`config.mk`:
```
export PLATFORM = sky130hd
export DESIGN_NAME = ace_snoop_fanout
export DESIGN_NICKNAME = d
export VERILOG_FILES = /design/src/rtl/ace_snoop_fanout.sv
export SDC_FILE = /design/constraint.sdc
export NUM_CORES = 1
export LEC_CHECK = 0
export ABC_AREA = 1
export BUFFER_PORTS_ARGS = -buffer_cell sky130_fd_sc_hd__buf_2
export CORE_MARGIN = 2
export CORE_UTILIZATION = 46
export CTS_CLUSTER_DIAMETER = 50
export DETAILED_ROUTE_END_ITERATION = 16
export PLACE_DENSITY = 0.8
export SYNTH_ARGS = -nofsm -noshare
export SYNTH_HDL_FRONTEND = slang
export SYNTH_SLANG_ARGS = --single-unit
```
`constraint.sdc`:
```
create_clock -name clk_i -period 1.8 [get_ports clk_i]
set_clock_uncertainty 0.05 [all_clocks]
set_input_delay 0.18 -clock clk_i [delete_from_list [all_inputs] [get_ports clk_i]]
set_output_delay 0.18 -clock clk_i [all_outputs]
set_load 0.1 [all_outputs]
```
`src/rtl/ace_snoop_fanout.sv`:
```
// ACE snoop fan-out: broadcasts one snoop at a time to the cached masters' AC
// channels, collects every CRRESP and returns one merged response plus data source.
module ace_snoop_fanout #(
    parameter int unsigned NoMst     = 2,
    parameter int unsigned AddrWidth = 64,
    parameter int unsigned IdxWidth  = (NoMst > 1) ? $clog2(NoMst) : 1
) (
    input  logic                   clk_i,
    input  logic                   rst_ni,
    input  logic                   snp_req_valid_i,
    output logic                   snp_req_ready_o,
    input  logic [AddrWidth-1:0]   snp_addr_i,
    input  logic [3:0]             snp_snoop_i,
    input  logic [NoMst-1:0]       snp_excl_i,
    output logic [NoMst-1:0]       ac_valid_o,
    input  logic [NoMst-1:0]       ac_ready_i,
    output logic [AddrWidth-1:0]   ac_addr_o,
    output logic [3:0]             ac_snoop_o,
    input  logic [NoMst-1:0]       cr_valid_i,
    output logic [NoMst-1:0]       cr_ready_o,
    input  logic [5*NoMst-1:0]     cr_resp_i,
    output logic                   snp_resp_valid_o,
    input  logic                   snp_resp_ready_i,
    output logic [4:0]             snp_resp_o,
    output logic                   data_src_valid_o,
    output logic [IdxWidth-1:0]    data_src_o
);

    typedef enum logic [1:0] {
        IDLE  = 2'd0,
        SNOOP = 2'd1,
        RESP  = 2'd2
    } state_t;

    state_t                r_state;
    state_t                w_state_next;

    logic [AddrWidth-1:0]  r_addr;
    logic [3:0]            r_snoop;
    logic [NoMst-1:0]      r_target;
    logic [NoMst-1:0]      r_ac_done;
    logic [NoMst-1:0]      r_cr_done;
    logic [4:0]            r_acc;
    logic                  r_src_valid;
    logic [IdxWidth-1:0]   r_src;

    logic                  w_req_hs;
    logic [NoMst-1:0]      w_target_new;
    logic [NoMst-1:0]      w_ac_valid;
    logic [NoMst-1:0]      w_cr_ready;
    logic [NoMst-1:0]      w_ac_hs;
    logic [NoMst-1:0]      w_cr_hs;
    logic [4:0]            w_cr_merge;
    logic                  w_dt_any;
    logic [IdxWidth-1:0]   w_dt_idx;

    // Handshake-facing outputs decode only from registered state so no
    // combinational path exists from any valid/ready input to an output.
    assign w_ac_valid   = (r_state == SNOOP) ? (r_target & ~r_ac_done) : '0;
    assign w_cr_ready   = (r_state == SNOOP) ? (r_ac_done & ~r_cr_done) : '0;
    assign w_ac_hs      = w_ac_valid & ac_ready_i;
    assign w_cr_hs      = w_cr_ready & cr_valid_i;
    assign w_req_hs     = (r_state == IDLE) && snp_req_valid_i;
    assign w_target_new = ~snp_excl_i;

    // Merge all accepted responses; the descending scan leaves the lowest
    // DataTransfer index as the winner.
    always_comb begin
        w_cr_merge = '0;
        w_dt_any   = 1'b0;
        w_dt_idx   = '0;
        for (int i = NoMst - 1; i >= 0; i--) begin
            if (w_cr_hs[i]) begin
                w_cr_merge = w_cr_merge | cr_resp_i[5*i +: 5];
                if (cr_resp_i[5*i]) begin
                    w_dt_any = 1'b1;
                    w_dt_idx = IdxWidth'(i);
                end
            end
        end
    end

    always_comb begin
        w_state_next = r_state;
        case (r_state)
            IDLE: begin
                if (w_req_hs) begin
                    w_state_next = (w_target_new == '0) ? RESP : SNOOP;
                end
            end
            SNOOP: begin
                if ((r_cr_done | w_cr_hs) == r_target) begin
                    w_state_next = RESP;
                end
            end
            RESP: begin
                if (snp_resp_ready_i) begin
                    w_state_next = IDLE;
                end
            end
            default: w_state_next = IDLE;
        endcase
    end

    // NOTE: sequential state uses non-blocking assignments so every register
    // samples pre-edge values regardless of statement order.
    always_ff @(posedge clk_i or negedge rst_ni) begin
        if (!rst_ni) begin
            r_state <= IDLE;
        end else begin
            r_state <= w_state_next;
        end
    end

    always_ff @(posedge clk_i or negedge rst_ni) begin
        if (!rst_ni) begin
            r_addr      <= '0;
            r_snoop     <= '0;
            r_target    <= '0;
            r_ac_done   <= '0;
            r_cr_done   <= '0;
            r_acc       <= '0;
            r_src_valid <= 1'b0;
            r_src       <= '0;
        end else begin
            if (w_req_hs) begin
                r_addr      <= snp_addr_i;
                r_snoop     <= snp_snoop_i;
                r_target    <= w_target_new;
                r_ac_done   <= '0;
                r_cr_done   <= '0;
                r_acc       <= '0;
                r_src_valid <= 1'b0;
                r_src       <= '0;
            end else if (r_state == SNOOP) begin
                r_ac_done <= r_ac_done | w_ac_hs;
                r_cr_done <= r_cr_done | w_cr_hs;
                r_acc     <= r_acc | w_cr_merge;
                if (!r_src_valid && w_dt_any) begin
                    r_src_valid <= 1'b1;
                    r_src       <= w_dt_idx;
                end
            end
        end
    end

    // Ready is forced low while reset is asserted, not just after the first edge.
    assign snp_req_ready_o  = (r_state == IDLE) && rst_ni;
    assign ac_valid_o       = w_ac_valid;
    assign cr_ready_o       = w_cr_ready;
    assign ac_addr_o        = r_addr;
    assign ac_snoop_o       = r_snoop;
    assign snp_resp_valid_o = (r_state == RESP);
    assign snp_resp_o       = (r_state == RESP) ? r_acc : '0;
    assign data_src_valid_o = (r_state == RESP) && r_src_valid;
    assign data_src_o       = (r_state == RESP) ? r_src : '0;

endmodule

```
==> metrics.yaml <==
syn_nets: 485
grt_pass1_wl_um: 16580
syn_area_mm2: 0.003387
busiest_layer: "met2"
die_area_mm2: 0.008066
grt_max_degree: 84
grt_usage_pct: 25.49
ys.warnings.count: 0
synth_fa_ha_area_share_pct: 0
slew_headroom_pct: 66.25
drive_gt1_share_pct: 33.90
rows: 31
synth_top_area_cell: "dfrtp_1"
hp-start: "snp_addr_i[61]"
finalCritPeriodShare_pct: 96.04
start_util_pct: 47.20
cts_buffers: 9
synth_cell_types: 21
endpoint_kind: "output port"
cts_tree: "built"
cp.arrival_ns: 1.50
netlist_instances: 397
synth_compound_area_share_pct: 2.881
clk_latency_ns: 0.34
cap_violations: 0
crit-reg2reg-launch: "r_state[0]"
cts.path.max_buffers: 2
period_minus_slack_ns: 1.729
clock_sinks: 83
fmax_ghz: 0.5785
synth_top_family_by_area: "simple AND/OR/NAND/NOR gates"
grt_use_met1_pct: 30.03
core_mm2: 0.007176
post_drt_wl_per_cell_um: 13.65
slew_viol_final: 0
gp_congestion: 0.7698
start_kind: "flop"
die_h_um: 89.81
met2_usage_pct: 46.15
synth-xor-area-share_pct: 0
via_count: 3468
muxShareOfSynthArea_pct: 0
hold_class: "in2reg"
antenna_left: 0
routed_wl_um: 10150
first_pass_iters: 4
crit_required_ns: 1.57
status: "complete, no violations"
finalInstanceArea_mm2: 0.005446
drt_iter0_markers: 159
tightest_slew_ns: 0.5097
synth_top_area_share_pct: 61.32
ys_seq_area_share_pct: 61.32
synth_simple_gate_area_share_pct: 30.25
crit_slowest_cell: "dfrtp_1"
htreeDepth: 3
cp_max_fo: 8
synthToLayoutAreaGrowth_pct: 60.81
synth_seq_cells: 83
grt_overflow: 0
die_w_um: 89.81
drc: 0
io_pins: 169
antenna_found_initial: 0
synthTopCellsByArea: "dfrtp_1 (61%), nand2_1 (26%), inv_1 (2.2%)"
avgSynthCellArea_um2: 8.531
first_global_vias: 3570
hold_violations: 0
post-dp-hpwl_um: 5952
cp_slowest_stage_delay_ns: 0.38
worstSetupPathType: "reg2out"
path_clk_slew_ns: 0.08
nets: 726
crit_start: "r_state[0]"
setup_viol: 0
cp_cell_sequence: "buf_4 -> nor2_4 -> inv_6 -> nor2_4 -> buf_4"
grtUsageMet3_pct: 4.526
dpl_cell_area_mm2: 0.004482
io_buffer_count: 168
drt-vias-per-instance: 4.668
cts_root_buf: "clkbuf_8"
registers in the layout (all words and copies together), names as in the netlist, 2 cells and up:
| register | count |
|---|---|
| r_cr_done | 2 |
| r_state | 2 |
| ac_addr_o | 64 |
| r_acc | 5 |
| ac_snoop_o | 4 |
| r_target | 2 |
| r_ac_done | 2 |
Yosys cell counts:
| cell | n |
|---|---|
| nand2_1 | 233 |
| dfrtp_1 | 83 |
| inv_1 | 20 |
| buf_2 | 12 |
| nor2_1 | 11 |
| a21oi_1 | 6 |
| inv_2 | 5 |
| o211ai_1 | 4 |
| buf_6 | 3 |
| nand3_2 | 3 |
| o21ai_0 | 3 |
| nand3_1 | 2 |
| nor2_2 | 2 |
| nor2_4 | 2 |
| nor3_1 | 2 |
| nand3b_1 | 1 |
| nor3_2 | 1 |
| o2111ai_1 | 1 |
| o21ai_1 | 1 |
| o21ai_2 | 1 |
| or2_1 | 1 |
cell type report:
type	instances	area, um2
fillers	501	1729
diodes	1	2.502
flip-flops and latches	83	2077
clock buffers	11	141.4
well taps	99	123.9
multi-input cells	274	1201
repair buffers	245	1717
inverters	25	98.84
clock inverters	5	85.08
repair_timing:
action / 4_1_cts / 5_1_grt
endpoints found under the hold margin: 150 / 0
hold buffers: 68 / 0
setup buffers: 1 / 3
setup endpoints to repair: 10 / 4
pin swaps: 0 / 1
gates resized for setup: 7 / 2
layout by cell type (no fill, tap or decap):
master,n
nand2_1,233
buf_2,155
dfrtp_1,83
dlygate4sd3_1,68
inv_1,19
buf_4,13
nor2_4,10
clkbuf_8,10
buf_12,7
a21oi_1,6
inv_2,5
o211ai_1,4
nor2_2,3
nand3_2,3
o21ai_0,3
inv_6,2
nor3_2,2
nor2_1,2
nand3_1,2
bufinv_16,2
buf_6,2
diode_2,1
nor3_4,1
o21ai_1,1
o21ai_2,1
or2_1,1
nand3b_1,1
o2111ai_1,1
clkinv_4,1
clkinvlp_4,1
clkbuf_1,1
worst paths after layout:
check	to	slack (ns)	depth (start not counted)
min in group asynchronous	ac_addr_o[16]	0.36	3
min reg2reg	ac_snoop_o[3]	0.42	2
min	ac_addr_o[61]	0.01	3
max reg2reg	ac_addr_o[22]	0.15	8
max in group asynchronous	ac_addr_o[11]	0.98	3
max	snp_resp_o[4]	0.07	5
routing by layer:
metal  vias to the layer above  part of all wire [%]
met5                         -                     0
met4                         0                   2.7
met3                        24                   5.0
met2                       128                    53
met1                      1641                    40
li1                       1675                     -
stage by stage:
| stage | instances | worst slack, ns | hold slack (ns) | utilization [%] | setup TNS [ns] |
|---|---|---|---|---|---|
| finish | 743 | 0.07124 | 0.01121 | 75.90 | 0 |
| global route | 742 | -0.002132 | 0.01635 | 75.87 | -0.002132 |
| CTS | 739 | 0.01276 | 0.002640 | 75.45 | 0 |
| detailed placement | 654 | 0.2350 | 0.2220 | 62.46 | 0 |
| global placement | 654 | 0.3085 | 0.2173 | 62.46 | 0 |
| floorplan | 397 | -0.3019 | -0.1656 | - | -1.579 |
cells by family after synthesis:
family          Yosys count
buf+inv                  40
flops                    83
simple gates            258
compound gates           16
worst max-delay path: cells and delay by family, from the launching register on:
kind	cells	cell delay (ns)
and+or+nand+nor	2	0.24
buffers and inverters	3	0.54
DFF	1	0.38
Power is left out: the tool's default activity adds up to more than one toggle a clock period on the data nets, which glitch-free logic cannot reach.
